### src/rtl/haar_pkg.sv
// Shared types and helpers for the Haar cascade stage evaluator.
package haar_pkg;

  typedef enum logic [2:0] {
    ST_IDLE,
    ST_LOAD,
    ST_ACCUM,
    ST_COMPARE,
    ST_DONE
  } state_t;

  // Signed saturation bounds for an accumulator of the given width (width <= 31).
  function automatic int sat_max(int unsigned width);
    return (1 <<< (width - 1)) - 1;
  endfunction

  function automatic int sat_min(int unsigned width);
    return -(1 <<< (width - 1));
  endfunction

endpackage

### src/rtl/haar_sat_accumulator.sv
// Signed saturating accumulator: sign-extends each input and clamps instead of wrapping.
module haar_sat_accumulator
  import haar_pkg::*;
#(
  parameter int DATA_WIDTH = 8,
  parameter int ACC_WIDTH  = 16
) (
  input  logic                  clk,
  input  logic                  rst_n,
  input  logic                  clr,
  input  logic                  en,
  input  logic [DATA_WIDTH-1:0] din,
  output logic [ACC_WIDTH-1:0]  acc
);

  localparam int EXT_W = ACC_WIDTH + 1;
  localparam logic signed [ACC_WIDTH:0] MAX_EXT = EXT_W'(sat_max(ACC_WIDTH));
  localparam logic signed [ACC_WIDTH:0] MIN_EXT = EXT_W'(sat_min(ACC_WIDTH));

  logic signed [ACC_WIDTH:0] din_ext;
  logic signed [ACC_WIDTH:0] acc_ext;
  logic signed [ACC_WIDTH:0] sum;
  logic        [ACC_WIDTH-1:0] sat;

  // One guard bit is enough: a single add of two in-range values cannot exceed it.
  assign din_ext = {{(EXT_W - DATA_WIDTH){din[DATA_WIDTH-1]}}, din};
  assign acc_ext = {acc[ACC_WIDTH-1], acc};
  assign sum     = acc_ext + din_ext;

  always_comb begin
    sat = sum[ACC_WIDTH-1:0];
    if (sum > MAX_EXT) begin
      sat = MAX_EXT[ACC_WIDTH-1:0];
    end else if (sum < MIN_EXT) begin
      sat = MIN_EXT[ACC_WIDTH-1:0];
    end
  end

  always_ff @(posedge clk or negedge rst_n) begin
    if (!rst_n) begin
      acc <= '0;
    end else if (clr) begin
      acc <= '0;
    end else if (en) begin
      acc <= sat;
    end
  end

endmodule

### src/rtl/haar_stage_evaluator.sv
// Walks a Haar cascade stage by stage, accumulating leaf values and rejecting early.
module haar_stage_evaluator
  import haar_pkg::*;
#(
  parameter int DATA_WIDTH    = 8,
  parameter int ACC_WIDTH     = 16,
  parameter int STAGE_WIDTH   = 5,
  parameter int FEATURE_WIDTH = 8
) (
  input  logic                     clk,
  input  logic                     reset_n,
  input  logic                     i_start,
  input  logic [STAGE_WIDTH-1:0]   i_num_stages,
  input  logic [FEATURE_WIDTH-1:0] i_stage_feature_count,
  input  logic [ACC_WIDTH-1:0]     i_stage_threshold,
  input  logic                     i_haar_valid,
  input  logic [DATA_WIDTH-1:0]    i_haarvalue,
  output logic                     o_haar_ready,
  output logic                     o_busy,
  output logic [STAGE_WIDTH-1:0]   o_stage_index,
  output logic [FEATURE_WIDTH-1:0] o_feature_index,
  output logic                     o_done,
  output logic                     o_face,
  output logic [STAGE_WIDTH-1:0]   o_fail_stage
);

  state_t state, state_nx;

  logic [STAGE_WIDTH-1:0]   num_stages;
  logic [STAGE_WIDTH-1:0]   stage_idx;
  logic [FEATURE_WIDTH-1:0] feat_idx;
  logic [FEATURE_WIDTH-1:0] feat_count;
  logic [ACC_WIDTH-1:0]     threshold;
  logic [ACC_WIDTH-1:0]     acc;
  logic                     face;
  logic [STAGE_WIDTH-1:0]   fail_stage;

  logic handshake;
  logic last_feature;
  logic last_stage;
  logic pass;

  assign handshake    = (state == ST_ACCUM) && i_haar_valid;
  assign last_feature = (feat_idx == feat_count - FEATURE_WIDTH'(1));
  assign last_stage   = (stage_idx == num_stages - STAGE_WIDTH'(1));
  assign pass         = $signed(acc) >= $signed(threshold);

  haar_sat_accumulator #(
    .DATA_WIDTH (DATA_WIDTH),
    .ACC_WIDTH  (ACC_WIDTH)
  ) u_acc (
    .clk   (clk),
    .rst_n (reset_n),
    .clr   (state == ST_LOAD),
    .en    (handshake),
    .din   (i_haarvalue),
    .acc   (acc)
  );

  always_ff @(posedge clk or negedge reset_n) begin
    if (!reset_n) begin
      state <= ST_IDLE;
    end else begin
      state <= state_nx;
    end
  end

  always_comb begin
    state_nx     = state;
    o_haar_ready = 1'b0;
    o_busy       = 1'b1;
    o_done       = 1'b0;
    unique case (state)
      ST_IDLE: begin
        o_busy = 1'b0;
        if (i_start) begin
          state_nx = (i_num_stages == '0) ? ST_DONE : ST_LOAD;
        end
      end
      ST_LOAD: begin
        state_nx = (i_stage_feature_count == '0) ? ST_COMPARE : ST_ACCUM;
      end
      ST_ACCUM: begin
        o_haar_ready = 1'b1;
        if (handshake && last_feature) begin
          state_nx = ST_COMPARE;
        end
      end
      ST_COMPARE: begin
        state_nx = (pass && !last_stage) ? ST_LOAD : ST_DONE;
      end
      ST_DONE: begin
        o_done   = 1'b1;
        state_nx = ST_IDLE;
      end
      default: begin
        state_nx = ST_IDLE;
      end
    endcase
  end

  always_ff @(posedge clk or negedge reset_n) begin
    if (!reset_n) begin
      num_stages <= '0;
      stage_idx  <= '0;
      feat_idx   <= '0;
      feat_count <= '0;
      threshold  <= '0;
      face       <= 1'b0;
      fail_stage <= '0;
    end else begin
      unique case (state)
        ST_IDLE: begin
          if (i_start) begin
            num_stages <= i_num_stages;
            stage_idx  <= '0;
            // An empty cascade is an immediate accept.
            face       <= (i_num_stages == '0);
            fail_stage <= '0;
          end
        end
        ST_LOAD: begin
          feat_count <= i_stage_feature_count;
          threshold  <= i_stage_threshold;
          feat_idx   <= '0;
        end
        ST_ACCUM: begin
          if (handshake) begin
            feat_idx <= feat_idx + FEATURE_WIDTH'(1);
          end
        end
        ST_COMPARE: begin
          if (!pass) begin
            face       <= 1'b0;
            fail_stage <= stage_idx;
          end else if (last_stage) begin
            face       <= 1'b1;
            fail_stage <= '0;
          end else begin
            stage_idx <= stage_idx + STAGE_WIDTH'(1);
          end
        end
        default: begin
        end
      endcase
    end
  end

  assign o_stage_index   = stage_idx;
  assign o_feature_index = feat_idx;
  assign o_face          = face;
  assign o_fail_stage    = fail_stage;

endmodule

### config.mk
export PLATFORM = sky130hd
export DESIGN_NAME = haar_stage_evaluator
export DESIGN_NICKNAME = d
export VERILOG_FILES = /design/src/rtl/haar_pkg.sv /design/src/rtl/haar_sat_accumulator.sv /design/src/rtl/haar_stage_evaluator.sv
export SDC_FILE = /design/constraint.sdc
export NUM_CORES = 1
export LEC_CHECK = 0
export ABC_AREA = 1
export CAP_MARGIN = 20
export CORE_AREA = 2 2 96 98
export CTS_BUF_LIST = sky130_fd_sc_hd__clkbuf_2
export DETAILED_ROUTE_END_ITERATION = 10
export DIE_AREA = 0 0 98 100
export PLACE_DENSITY = 0.87
export SETUP_SLACK_MARGIN = 0.3
export SYNTH_ARGS = -nofsm -noshare
export SYNTH_HDL_FRONTEND = slang
export SYNTH_HIERARCHICAL = 1
export SYNTH_SLANG_ARGS = --single-unit
### constraint.sdc
create_clock -name clk -period 2.3 [get_ports clk]
set_input_delay 0.575 -clock clk [delete_from_list [all_inputs] [get_ports clk]]
set_output_delay 0.575 -clock clk [all_outputs]
set_load 0.01 [all_outputs]
==> impl_metrics.yaml, run 1 <==
die:
  row_count: 35
  dieArea_mm2: 0.009800
  floorplan.initialDensity_pct: 52.84
  die_x_um: 98
  coreArea_mm2: 0.008890
  num_io_pins: 63
  die_y_um: 100
critical_path:
  end_kind: "flop"
  critPathArrivalTime_ps: 2600
  path_delay_family: "simple AND/OR/NAND/NOR gates"
  r2r_cells: 11
  cp_slowest_cell: "dfrtp_1"
  cp-start-kind: "flop"
  path_class: "flop to flop"
  cpPeakStageDelay_ps: 450
  cp.depth: 11
  crit_chain: "ha_1 > a21oi_1 > o21ai_1 > a21oi_1 > nand3_1 > nand3_4 > nand2_4 > nand2_4 > nand2_4 > nand2_2 > nand2_1"
  worst-path-buf-inv: 0
  crit_top_cell: "nand2_4"
  worstPathMaxFanout: 6
  cp.required_ps: 2740
layout:
  area_growth_pct: 40.76
  final_nets: 852
  fin_cells: 890
  final_layout_size_suffix_gt1_share_pct: 28.88
  stdcell_area_mm2: 0.006611
  num_antenna_cells: 0
hold_path:
  hold_path.class: "flop to flop"
  whs_path_depth: 2
cts:
  root_buffer: "clkbuf_2"
  htree_levels: 3
  clk_latency_ps: 530
  path_clk_slew_ps: 210
  cts_tree: "yes"
  numCtsBuffers: 9
  cts_sinks: 67
  clk_path_buf_depth: 2
timing:
  period_share_pct: 94.14
  final-hold-violation-count: 0
  worst_pin_slew_ps: 531.4
  relSlewSlack_pct: 64.57
  grt_setup_unrepaired: "yes"
  timing.fmax_mhz: 461.8
  skew_ps: 30.60
  report.final.slew_viol_count: 0
  finalSetupViolations: 0
  timing.final.ws_setup_ps: 134.8
  timing.final.crit_period_ps: 2165
  fin_hold_ws_ps: 500.1
placed_design:
  portBuffers: 62
  globalplace.congestion: 0.8807
  place_area_mm2: 0.005806
  post-dp-hpwl_um: 9181
  dp_slack_ps: -590.9
  dpl.cell_count: 833
pwr:
  fin_total_pwr_mw: 7.673
  ir_worst_vdd_mv: 0.5655
  p_leak_nw: 3.476
  power.density_mw_per_mm2: 1161
yosys:
  synth-edff-count: 0
  syn_nets: 706
  netlist_area_mm2: 0.004697
  yosysWarnings: 6
  synthFlopType: "dfrtp_1"
  syn_inst: 628
  ys_types: 39
  avgSynthCellArea_um2: 7.479
  synthArstFlopShare_pct: 100.0
  ys_seq_area_share_pct: 35.70
  synth_seq_cells: 67
job:
  drv_cap: 0
detailed_routing:
  drc: 0
  wl_um: 14630
  drt_first_pass_iters: 5
  wire_per_inst_um: 16.43
  drt_iter0_markers: 348
  vias_per_cell: 5.583
  vias: 4969
  ant_nets: 0
run_status:
  status: "completed"
global_routing:
  grt.total_usage_pct: 27.69
  grt_pass1_wl_um: 21930
  grt_pass1_vias: 4930
  antenna_found_initial: 0
  grt_overflow_total: 0
  grt_max_degree: 47
layer usage:
layer  track usage, %  vias to the layer above  routed length [um]  share of wire (%)
met5                0                        -                   0                  0
met4            11.97                        0                 565                3.9
met3            4.666                       56                 984                6.7
met2            51.16                      229                7625                 52
met1            31.58                     2377                5452                 37
li1                 -                     2307                   -                  -
tightest hold or removal path: stages (launching register included):
cell and delay (ps):
dfrtp_1 380, nand2_1 60, nand2_1 50
registers in the layout, indices dropped and copies added, names as in the netlist:
name / flops
o_face: 1
state: 3
o_feature_index: 8
num_stages: 5
threshold: 16
feat_count: 8
o_fail_stage: 5
o_stage_index: 5
u_acc/acc: 16
cell families after synthesis:
logic type               synth area share [%]
buffers and inverters                   7.991
adder cells (fa/ha/maj)                 10.02
AO/OA/AOI/OAI                           7.459
XOR/XNOR                                5.780
AND/OR/NAND/NOR                         33.06
flip-flops                              35.70
through the flow:
step	utilization, %	TNS [ps]
after floorplan	-	0
after global placement	65.31	-6547
after detailed placement	65.31	-8918
after CTS	71.13	0
after global routing	74.37	0
final	74.37	0
synthesized netlist by cell type (2+ instances only):
library cell    n  area [um^2]
a21oi_2         3        26.28
nor3b_1         2        15.01
nand4_1         6        37.54
dfrtp_1        67         1677
nand2_4         2        22.52
inv_1          72        270.3
nand2_2        13        81.33
and3_1          2        12.51
nor3_1          7        35.03
nand2_1       193        724.4
o21ai_0        15        75.07
nor3_2          6        60.06
clkbuf_1        4        15.01
clkinv_2        2        10.01
ha_1           36        450.4
buf_2           4        20.02
nand3b_1        2        15.01
o21ai_1        16        80.08
xor2_1         19        166.4
o21bai_1        2        15.01
nor2_1         37        138.9
a21oi_1        25        125.1
buf_6           2        22.52
nor2_2          3        18.77
nand3_2        13        130.1
inv_2           8        30.03
nand3_1        44        220.2
xnor2_1        12        105.1
final timing paths:
| check | endpoint | slack (ps) | startpoint |
|---|---|---|---|
| worst max-delay path | o_stage_index[4] | 130 | u_acc/acc[15] |
| worst min-delay path | o_fail_stage[0] | 500 | o_fail_stage[0] |
| worst max register to register | o_stage_index[4] | 130 | u_acc/acc[15] |
| worst min register to register | o_fail_stage[0] | 500 | o_fail_stage[0] |
| max in group asynchronous | u_acc/acc[3] | 1130 | reset_n |
| min in group asynchronous | feat_count[1] | 510 | reset_n |
final cells by class:
type,instances,area [um^2]
timing repair buffer,145,1249
clock buffer,9,45.04
inverter,82,310.3
tap,111,138.9
sequential,67,1695
multi-input combinational,469,3080
fill,586,2278
clock inverter,7,92.59
layout by cell type (no fill, tap or decap), types with 8 or more instances in the layout:
cell             count
nand2_1            180
buf_4               76
inv_1               69
dfrtp_1             52
clkdlybuf4s50_1     37
nor2_1              35
nand3_1             28
nand3_2             27
ha_1                24
a21oi_1             20
dlygate4sd2_1       20
nand2_2             19
xor2_1              18
o21ai_1             17
dfrtp_2             15
o21ai_0             14
xnor2_1             12
ha_4                12
inv_2               11
clkbuf_2             9
nand2_4              8
report_power, final:
part | switching, mW | internal, mW
clock | 0.467 | 0.355
sequential | 0.314 | 1.58
combinational | 2.90 | 2.05
total | 3.68 | 3.99
repair_timing:
item,4_1_cts,5_1_grt
buffers inserted,35,4
pin swaps,8,14
hold buffers,1,0
setup endpoints to repair,49,32
endpoints found under the hold margin,9,0
resized for setup,71,45
gates cloned,1,0
Power figures use the tool's default switching activity.
==> run 2: changes to the inputs <==
Settings changed: CORE_AREA 2 2 96 98 to 2 2 101 93, DIE_AREA 0 0 98 100 to 0 0 103 95, SLEW_MARGIN set to 10.
==> run 2 against run 1 <==
Net effect:
- final cell count down 0.34%
- global-route usage down 1.1 points
- critical endpoint is now u_acc/acc[2]
- non-clock buffer count down 12
- first-iteration DRC count up 16%
- largest cell class unchanged
- design area about the same
==> impl_metrics.yaml, run 2 (synthesized netlist as in run 1, its figures left out) <==
run_status:
  status: "completed"
critical_path:
  timing.rr.start: "u_acc/acc[0]"
  cp-start-kind: "flop"
  crit_chain: "ha_4 > inv_2 > fa_2 > inv_2 > nand3_2 > nand2_2 > nand2_2 > nand2_2 > nand2_4 > nand2_4 > buf_6 > nand2_4 > nand2_8 > nand2_8 > nand3_4 > nand3_2"
  path_delay_family: "simple AND/OR/NAND/NOR gates"
  path_class: "flop to flop"
  cpPeakStageDelay_ps: 460
  worstPathMaxFanout: 7
  r2r-end: "u_acc/acc[2]"
  r2r_cells: 16
  cp.required_ps: 2700
  critPathArrivalTime_ps: 2590
  reg2reg_setup_slack_ps: 110
  end_kind: "flop"
  cp_slowest_cell: "dfrtp_2"
  worst-path-buf-inv: 3
layout:
  final_nets: 840
  fillerInstances: 629
  final_cell_mix: "175 x nand2_1, 67 x inv_1, 60 x buf_4, 50 x dfrtp_1"
  mostFrequentLayoutCell: "nand2_1"
  multiInputGateArea_mm2: 0.003142
  final_layout_size_suffix_gt1_share_pct: 29.41
  num_antenna_cells: 0
  seq_area_mm2: 0.001698
  stdcell_area_mm2: 0.006610
  top_regs: "threshold x16, u_acc/acc x16"
  area_growth_pct: 40.73
cts:
  clk_path_buf_depth: 2
  htree_levels: 3
  cts_tree: "yes"
  clk_latency_ps: 510
  cts_sinks: 67
  numCtsBuffers: 9
  root_buffer: "clkbuf_2"
  path_clk_slew_ps: 180
timing:
  timing.final.ws_setup_ps: 107.1
  timing.fmax_mhz: 456.0
  grt_setup_unrepaired: "yes"
  worst_pin_slew_ps: 575.6
  final-hold-violation-count: 0
  fin_hold_ws_ps: 35.23
  timing.final.crit_period_ps: 2193
  report.final.slew_viol_count: 0
  finalSetupViolations: 0
  period_share_pct: 95.35
  fin_tns_setup_ps: 0
  relSlewSlack_pct: 61.41
  skew_ps: 24.44
detailed_routing:
  drt_first_pass_iters: 9
  wire_per_inst_um: 16.26
  ant_nets: 0
  vias_per_cell: 5.445
  vias: 4830
  drc: 0
  wl_um: 14420
  drt_iter0_markers: 404
placed_design:
  dp_slack_ps: -442.2
  globalplace.congestion: 0.8956
  post-dp-hpwl_um: 8908
  portBuffers: 62
  place_area_mm2: 0.005782
die:
  die_y_um: 95
  die_x_um: 103
  floorplan.initialDensity_pct: 53.16
  num_io_pins: 63
  row_count: 33
  dieArea_mm2: 0.009785
  coreArea_mm2: 0.008836
global_routing:
  grt_max_degree: 68
  grt.total_usage_pct: 26.63
  grt_pass1_wl_um: 20260
  grt_overflow_total: 0
  antenna_found_initial: 0
  grt_pass1_vias: 4662
pwr:
  fin_total_pwr_mw: 7.470
  ir_worst_vdd_mv: 0.5389
  p_leak_nw: 3.550
  power.density_mw_per_mm2: 1130
job:
  drv_cap: 0
hold_path:
  hold_path.class: "input pin to async pin"
run 2: per-layer routing:
| layer | wire length (um) | part of all wire [%] | GRT usage (%) | vias to the layer above |
|---|---|---|---|---|
| met5 | 0 | 0 | 0 | - |
| met4 | 616 | 4.3 | 11.73 | 0 |
| met3 | 876 | 6.1 | 3.997 | 73 |
| met2 | 7297 | 51 | 47.08 | 209 |
| met1 | 5628 | 39 | 31.87 | 2270 |
| li1 | - | - | - | 2278 |
run 2: cell type report:
type                            instances  share of cell area, %
Inverter                               82                  4.694
Clock buffer                           10                 0.7571
Clock inverter                          4                 0.6625
Timing Repair Buffer                  133                  18.36
Tap cell                              122                  2.309
Multi-Input combinational cell        469                  47.53
Sequential cell                        67                  25.69
run 2: where the power goes:
| group | switching, mW | total (mW) | leakage, nW | internal [mW] |
|---|---|---|---|---|
| clock | 0.415 | 0.652 | 0.0651 | 0.237 |
| sequential | 0.313 | 1.90 | 0.841 | 1.59 |
| combinational | 2.93 | 4.92 | 2.64 | 1.99 |
| total | 3.66 | 7.47 | 3.55 | 3.81 |
run 2: worst max path at each step:
stage | end | cells past startpoint | startpoint
finish | u_acc/acc[2] | 16 | u_acc/acc[0]
global route | u_acc/acc[2] | 16 | u_acc/acc[0]
CTS | o_busy | 4 | state[2]
detailed placement | u_acc/acc[3] | 16 | i_haarvalue[0]
global placement | u_acc/acc[3] | 16 | i_haarvalue[0]
floorplan | u_acc/acc[10] | 16 | i_haarvalue[0]
run 2: timing repair:
action | in CTS | in global routing
setup buffers | 23 | 8
pin swaps | 14 | 23
hold endpoints to repair | 0 | 0
setup endpoints to repair | 46 | 38
gates resized for setup | 72 | 68
cloned | 3 | 0
hold buffers | 0 | 0
run 2: through the flow:
stage	instances	util [%]
global route	887	74.81
global placement	839	65.43
detailed placement	839	65.43
finish	887	74.81
floorplan	628	-
CTS	879	71.14
